==> config.mk <==
export PLATFORM = sky130hd
export DESIGN_NAME = regfile_write_arbiter_flat
export DESIGN_NICKNAME = d
export VERILOG_FILES = /design/src/rtl/regfile_write_arbiter_if.sv /design/src/rtl/regfile_write_arbiter.sv /design/src/flat_wrapper.sv
export SDC_FILE = /design/constraint.sdc
export NUM_CORES = 1
export LEC_CHECK = 0
export ABC_CLOCK_PERIOD_IN_PS = 1400
export BUFFER_PORTS_ARGS = -buffer_cell sky130_fd_sc_hd__buf_2
export CORE_ASPECT_RATIO = 2
export CORE_MARGIN = 2
export CORE_UTILIZATION = 46
export DETAILED_ROUTE_END_ITERATION = 6
export GPL_TIMING_DRIVEN = 1
export PLACE_DENSITY = 0.82
export SKIP_CTS_REPAIR_TIMING = 1
export SLEW_MARGIN = 15
export SYNTH_ARGS = -nofsm -noshare
export SYNTH_HDL_FRONTEND = slang
export SYNTH_SLANG_ARGS = --single-unit
==> constraint.sdc <==
create_clock -name clk -period 1.4 [get_ports clk]
set_input_delay 0 -clock clk [delete_from_list [all_inputs] [get_ports clk]]
set_output_delay 0 -clock clk [all_outputs]
set_load 0.1 [all_outputs]
==> src/rtl/regfile_write_arbiter_if.sv <==
// Writeback bus between the two requesters, the issue-stage reservation port,
// and the register file write port driven by regfile_write_arbiter.
interface regfile_write_arbiter_if #(
   parameter int DATA_W = 32,
   parameter int ADDR_W = 5
);
   localparam int NREG = 1 << ADDR_W;

   logic              wb0_valid;
   logic              wb0_ready;
   logic [ADDR_W-1:0] wb0_rd;
   logic [DATA_W-1:0] wb0_data;

   logic              wb1_valid;
   logic              wb1_ready;
   logic [ADDR_W-1:0] wb1_rd;
   logic [DATA_W-1:0] wb1_data;

   logic              rsv_valid;
   logic [ADDR_W-1:0] rsv_rd;
   logic [NREG-1:0]   busy;

   logic              WE3;
   logic [ADDR_W-1:0] A3;
   logic [DATA_W-1:0] WD3;

   modport master (
      output wb0_valid, wb0_rd, wb0_data,
      input  wb0_ready,
      output wb1_valid, wb1_rd, wb1_data,
      input  wb1_ready,
      output rsv_valid, rsv_rd,
      input  busy, WE3, A3, WD3
   );

   modport slave (
      input  wb0_valid, wb0_rd, wb0_data,
      output wb0_ready,
      input  wb1_valid, wb1_rd, wb1_data,
      output wb1_ready,
      input  rsv_valid, rsv_rd,
      output busy, WE3, A3, WD3
   );
endinterface

==> src/rtl/regfile_write_arbiter.sv <==
// Round-robin arbiter sharing the register-file write port between the ALU and
// load-return writeback paths, with a registered port stage and busy scoreboard.
module regfile_write_arbiter #(
   parameter int DATA_W = 32,
   parameter int ADDR_W = 5
) (
   input logic                   clk,
   input logic                   rst_n,
   regfile_write_arbiter_if.slave bus
);
   localparam int NREG = 1 << ADDR_W;

   logic              ptr;
   logic              contended;
   logic              grant0;
   logic              grant1;
   logic              xfer;
   logic [ADDR_W-1:0] sel_rd;
   logic [DATA_W-1:0] sel_data;
   logic [NREG-1:0]   set_mask;
   logic [NREG-1:0]   clr_mask;

   logic              we_q;
   logic [ADDR_W-1:0] addr_q;
   logic [DATA_W-1:0] data_q;
   logic [NREG-1:0]   busy_q;

   always_comb begin
      // NOTE: every variable gets a default before any conditional assignment,
      // so no path leaves a value unassigned and no latch is inferred.
      set_mask  = '0;
      clr_mask  = '0;
      contended = bus.wb0_valid & bus.wb1_valid;
      grant0    = bus.wb0_valid & (~bus.wb1_valid | ~ptr);
      grant1    = bus.wb1_valid & (~bus.wb0_valid |  ptr);
      xfer      = grant0 | grant1;
      sel_rd    = grant1 ? bus.wb1_rd   : bus.wb0_rd;
      sel_data  = grant1 ? bus.wb1_data : bus.wb0_data;
      if (bus.rsv_valid && bus.rsv_rd != '0) set_mask[bus.rsv_rd] = 1'b1;
      if (we_q) clr_mask[addr_q] = 1'b1;
   end

   always_ff @(posedge clk or negedge rst_n) begin
      // NOTE: the scoreboard is a flop vector rather than a RAM, so it is
      // reset with the rest of the state; a memory array would not be.
      if (!rst_n) begin
         ptr    <= 1'b0;
         we_q   <= 1'b0;
         addr_q <= '0;
         data_q <= '0;
         busy_q <= '0;
      end else begin
         // NOTE: non-blocking assignments, so every flop samples the
         // pre-edge values regardless of statement order.
         if (contended) ptr <= ~ptr;
         we_q <= xfer && (sel_rd != '0);
         if (xfer) begin
            addr_q <= sel_rd;
            data_q <= sel_data;
         end
         // A newer reservation of the register being written wins over the clear.
         busy_q <= (busy_q & ~clr_mask) | set_mask;
      end
   end

   assign bus.wb0_ready = grant0;
   assign bus.wb1_ready = grant1;
   assign bus.WE3       = we_q;
   assign bus.A3        = addr_q;
   assign bus.WD3       = data_q;
   assign bus.busy      = busy_q;
endmodule

==> src/flat_wrapper.sv <==
// flat-port wrapper written by rule: the top's interface ports become plain ports
module regfile_write_arbiter_flat 
#(
   parameter int DATA_W = 32,
   parameter int ADDR_W = 5
)
  (clk, rst_n, bus_wb0_valid, bus_wb0_rd, bus_wb0_data, bus_wb0_ready, bus_wb1_valid, bus_wb1_rd, bus_wb1_data, bus_wb1_ready, bus_rsv_valid, bus_rsv_rd, bus_busy, bus_WE3, bus_A3, bus_WD3);
  regfile_write_arbiter_if #(.DATA_W(DATA_W), .ADDR_W(ADDR_W)) bus_i ();
  input logic clk;
  input logic rst_n;
  input wire logic [$bits(bus_i.wb0_valid)-1:0] bus_wb0_valid;
  input wire logic [$bits(bus_i.wb0_rd)-1:0] bus_wb0_rd;
  input wire logic [$bits(bus_i.wb0_data)-1:0] bus_wb0_data;
  output wire logic [$bits(bus_i.wb0_ready)-1:0] bus_wb0_ready;
  input wire logic [$bits(bus_i.wb1_valid)-1:0] bus_wb1_valid;
  input wire logic [$bits(bus_i.wb1_rd)-1:0] bus_wb1_rd;
  input wire logic [$bits(bus_i.wb1_data)-1:0] bus_wb1_data;
  output wire logic [$bits(bus_i.wb1_ready)-1:0] bus_wb1_ready;
  input wire logic [$bits(bus_i.rsv_valid)-1:0] bus_rsv_valid;
  input wire logic [$bits(bus_i.rsv_rd)-1:0] bus_rsv_rd;
  output wire logic [$bits(bus_i.busy)-1:0] bus_busy;
  output wire logic [$bits(bus_i.WE3)-1:0] bus_WE3;
  output wire logic [$bits(bus_i.A3)-1:0] bus_A3;
  output wire logic [$bits(bus_i.WD3)-1:0] bus_WD3;
  assign bus_i.wb0_valid = bus_wb0_valid;
  assign bus_i.wb0_rd = bus_wb0_rd;
  assign bus_i.wb0_data = bus_wb0_data;
  assign bus_wb0_ready = bus_i.wb0_ready;
  assign bus_i.wb1_valid = bus_wb1_valid;
  assign bus_i.wb1_rd = bus_wb1_rd;
  assign bus_i.wb1_data = bus_wb1_data;
  assign bus_wb1_ready = bus_i.wb1_ready;
  assign bus_i.rsv_valid = bus_rsv_valid;
  assign bus_i.rsv_rd = bus_rsv_rd;
  assign bus_busy = bus_i.busy;
  assign bus_WE3 = bus_i.WE3;
  assign bus_A3 = bus_i.A3;
  assign bus_WD3 = bus_i.WD3;
  regfile_write_arbiter #(.DATA_W(DATA_W), .ADDR_W(ADDR_W)) u_core (.clk(clk), .rst_n(rst_n), .bus(bus_i));
endmodule
==> results.py <==
metrics = {
    "worst_setup_path": {
        "crit_type": "reg2out",
        "cp_max_fo": 11,
        "arrival_ns": 1.46,
        "crit_slowest_cell": "dfrtp_1",
        "start_kind": "register",
        "path_cells": "and2b_4, nor2b_4, buf_12, buf_12",
        "slowest_delay_ns": 0.39,
        "path_common_cell": "buf_12",
        "cp-end-kind": "output port",
        "worstPathRequired_ns": 1.40,
    },
    "synth": {
        "ys_warn_count": 0,
        "synth_fp_nets": 381,
        "yosysMostFrequentCell": "dfrtp_1",
        "synth_area_leaders": "dfrtp_1 55%, o21ai_0 8.6%, o22ai_2 5.8%, inv_1 4.1%, a21oi_1 3.7%",
        "synth_top_area_share_pct": 55.32,
        "synth_seq_area_share_pct": 55.32,
        "syn_area_per_cell_um2": 10.81,
        "synth_edf_count": 0,
        "synthCells": 297,
        "ys_types": 30,
        "synthTopCellsByCount": "71 x dfrtp_1, 55 x o21ai_0, 35 x inv_1",
        "ys_async_sr_fraction_pct": 100.0,
        "synth-seq-cells": 71,
        "synth_ff_type": "dfrtp_1",
        "syn-cell-area_um2": 3212,
        "yosysTopAreaCell": "dfrtp_1",
    },
    "timing": {
        "hold_viol": 10,
        "tightest_slew_ns": 0.4993,
        "fin_skew_ns": 0.002601,
        "setup_viol": 1,
        "finalWorstSetupSlack_ns": -0.06124,
        "fin_crit_sh_pct": 104.4,
        "max_clock_freq_ghz": 0.6843,
        "setup_tns_ns": -0.06124,
        "rsz0062_at_grt": "yes",
        "whs_ns": -0.02149,
        "drv_slew": 0,
        "min_period_ns": 1.461,
        "maxSlewHeadroom_pct": 66.94,
    },
    "cts": {
        "clock-sinks": 71,
        "cts_tree": "built",
        "ctsRootBufferMaster": "clkbuf_16",
        "clock_latency_ns": 0.32,
        "max-clock-path-buffers": 2,
        "cts.htree.levels": 3,
        "cts_buffers": 9,
        "clk_pin_slew_worst_paths_ns": 0.05,
    },
    "layout": {
        "final_cell_area_um2": 5029,
        "nets": 600,
        "synthToLayoutAreaGrowth_pct": 56.56,
        "drive_above_1_share_pct": 43.27,
        "finish.utilization_pct": 73.59,
        "antenna_cells": 0,
    },
    "placed_design": {
        "place_area_um2": 4111,
        "dp_slack_ns": -0.008617,
        "dp_hpwl_um": 5928,
        "io_buffers": 155,
        "place_congestion": 0.7754,
    },
    "worst_hold_path": {
        "min_path_type": "in2reg",
    },
    "pwr": {
        "power.share.switching_pct": 57.58,
        "ir_drop_uv": 3421,
        "clockPowerShare_pct": 16.9,
        "p_per_area_nw_per_um2": 2588,
        "p_int_w": 0.005520,
        "p_sw_w": 0.007493,
        "p_seq_share_pct": 25.0,
        "fin_total_pwr_w": 0.01301,
        "pwr-share-comb_pct": 58.1,
        "p_leak_nw": 2.345,
    },
    "routing": {
        "met1Wirelength_um": 4016,
        "via_count": 3313,
        "drc": 0,
        "drtPass1Iterations": 7,
        "postRouteAntennaNets": 0,
        "drt-total-wl_um": 10330,
        "viasPerCell": 5.431,
        "detail_route.wl_per_cell_um": 16.93,
        "route.met3.wl_um": 1023,
        "top_layer": "met4",
        "drt_iter0_markers": 131,
        "wl_met2_um": 5108,
    },
    "die": {
        "dieWidth_um": 63.09,
        "start_util_pct": 47.01,
        "fp.dieH_um": 122.2,
        "coreArea_um2": 6833,
        "num_rows": 43,
        "ios": 156,
        "dieArea_um2": 7707,
    },
    "flow_run": {
        "cap_violations": 0,
    },
    "grt": {
        "grt_max_degree": 72,
        "grt-ovfl-total": 0,
        "grt_pass1_vias": 2869,
        "antenna_found_initial": 0,
        "grt_first_pass_wirelength_um": 13740,
        "grtUsageTotal_pct": 22.80,
    },
    "outcome": {
        "violations": "hold timing, setup timing",
        "status": "complete, but fails checks",
    },
}
[power by group through the flow]
stage / sequential [W] / clock, W / combinational, W
floorplan: 0.00813 / 0 / 0.00112
global placement: 0.00324 / 0 / 0.00718
detailed placement: 0.00324 / 0 / 0.00726
CTS: 0.00323 / 0.00221 / 0.00727
global route: 0.00333 / 0.00231 / 0.00779
finish: 0.00325 / 0.00219 / 0.00757
[final cells by class]
| type | count | area [µm²] |
|---|---|---|
| timing repair buffer | 222 | 1508 |
| inverter | 35 | 135.1 |
| clock buffer | 14 | 254.0 |
| clock inverter | 1 | 30.03 |
| fill | 462 | 1804 |
| multi-input combinational | 177 | 1190 |
| tap | 90 | 112.6 |
| sequential | 71 | 1799 |
[critical path: cells and delay by family, from the launching register on]
family | cells | cell delay (ns)
buffers and inverters | 2 | 0.33
flip-flops | 1 | 0.39
AND/OR/NAND/NOR | 2 | 0.41
[cell usage in the layout, fill, tap and decap left out, types with 3 or more instances in the layout]
| cell type | netlist | layout |
|---|---|---|
| a21o_1 | 3 | 3 |
| mux2i_1 | 3 | 3 |
| inv_1 | 35 | 34 |
| nand3_1 | 4 | 4 |
| or3b_4 | 0 | 4 |
| nand2_1 | 4 | 4 |
| dlygate4sd3_1 | 0 | 49 |
| o22ai_2 | 15 | 15 |
| dfrtp_4 | 0 | 6 |
| o21ai_1 | 7 | 26 |
| buf_2 | 2 | 153 |
| a21oi_2 | 10 | 10 |
| o22ai_1 | 19 | 19 |
| nor2_1 | 3 | 3 |
| buf_12 | 0 | 5 |
| clkbuf_16 | 0 | 11 |
| nand3b_1 | 10 | 10 |
| a21oi_1 | 24 | 24 |
| buf_4 | 1 | 12 |
| dfrtp_1 | 71 | 65 |
| clkbuf_1 | 0 | 4 |
| o21ai_0 | 55 | 36 |
| o2bb2ai_1 | 4 | 4 |
[final timing paths]
kind	startpoint	slack (ns)	depth (start not counted)	endpoint
min in group asynchronous	rst_n	0.24	3	u_core.bus.busy[22]$_DFF_PN0_
hold reg to reg	u_core.bus.busy[16]$_DFF_PN0_	0.51	2	u_core.bus.busy[16]$_DFF_PN0_
setup / recovery	u_core.ptr$_DFFE_PN0P_	-0.06	4	bus_wb1_ready
max in group asynchronous	rst_n	0.84	3	u_core.bus.WE3$_DFF_PN0_
hold / removal	bus_wb0_data[7]	-0.02	3	u_core.bus.WD3[7]$_DFFE_PN0P_
setup reg to reg	u_core.bus.A3[0]$_DFFE_PN0P_	0.04	4	u_core.bus.busy[18]$_DFF_PN0_
[metrics by stage]
stage	hold WS [ns]	instances
2_1_floorplan	-0.2956	297
3_3_place_gp	0.05485	535
3_5_place_dp	0.05346	535
4_1_cts	-0.2847	550
5_1_grt	-0.006282	610
6_report	-0.02149	610
[sequential cells by signal, summed over array words and instances (netlist names)]
name	cells
u_core.bus.A3	5
u_core.ptr	1
u_core.bus.busy	32
u_core.bus.WE3	1
u_core.bus.WD3	32
[per-layer routing]
metal	global-route usage, %	up-vias
met2	35.64	230
met5	0	-
met1	31.23	1559
li1	-	1507
met3	5.263	17
met4	7.917	0
[kinds of logic (layout without fill, tap and decap cells)]
group | Yosys count | after routing | share of synthesized area [%]
flops | 71 | 71 | 55.32
xor+xnor | 1 | 1 | 0.2727
buf+inv | 49 | 272 | 8.298
compound gates | 139 | 139 | 28.01
simple gates | 34 | 34 | 7.168
mux | 3 | 3 | 0.9350
No activity file was read; power rests on OpenSTA's default activity.
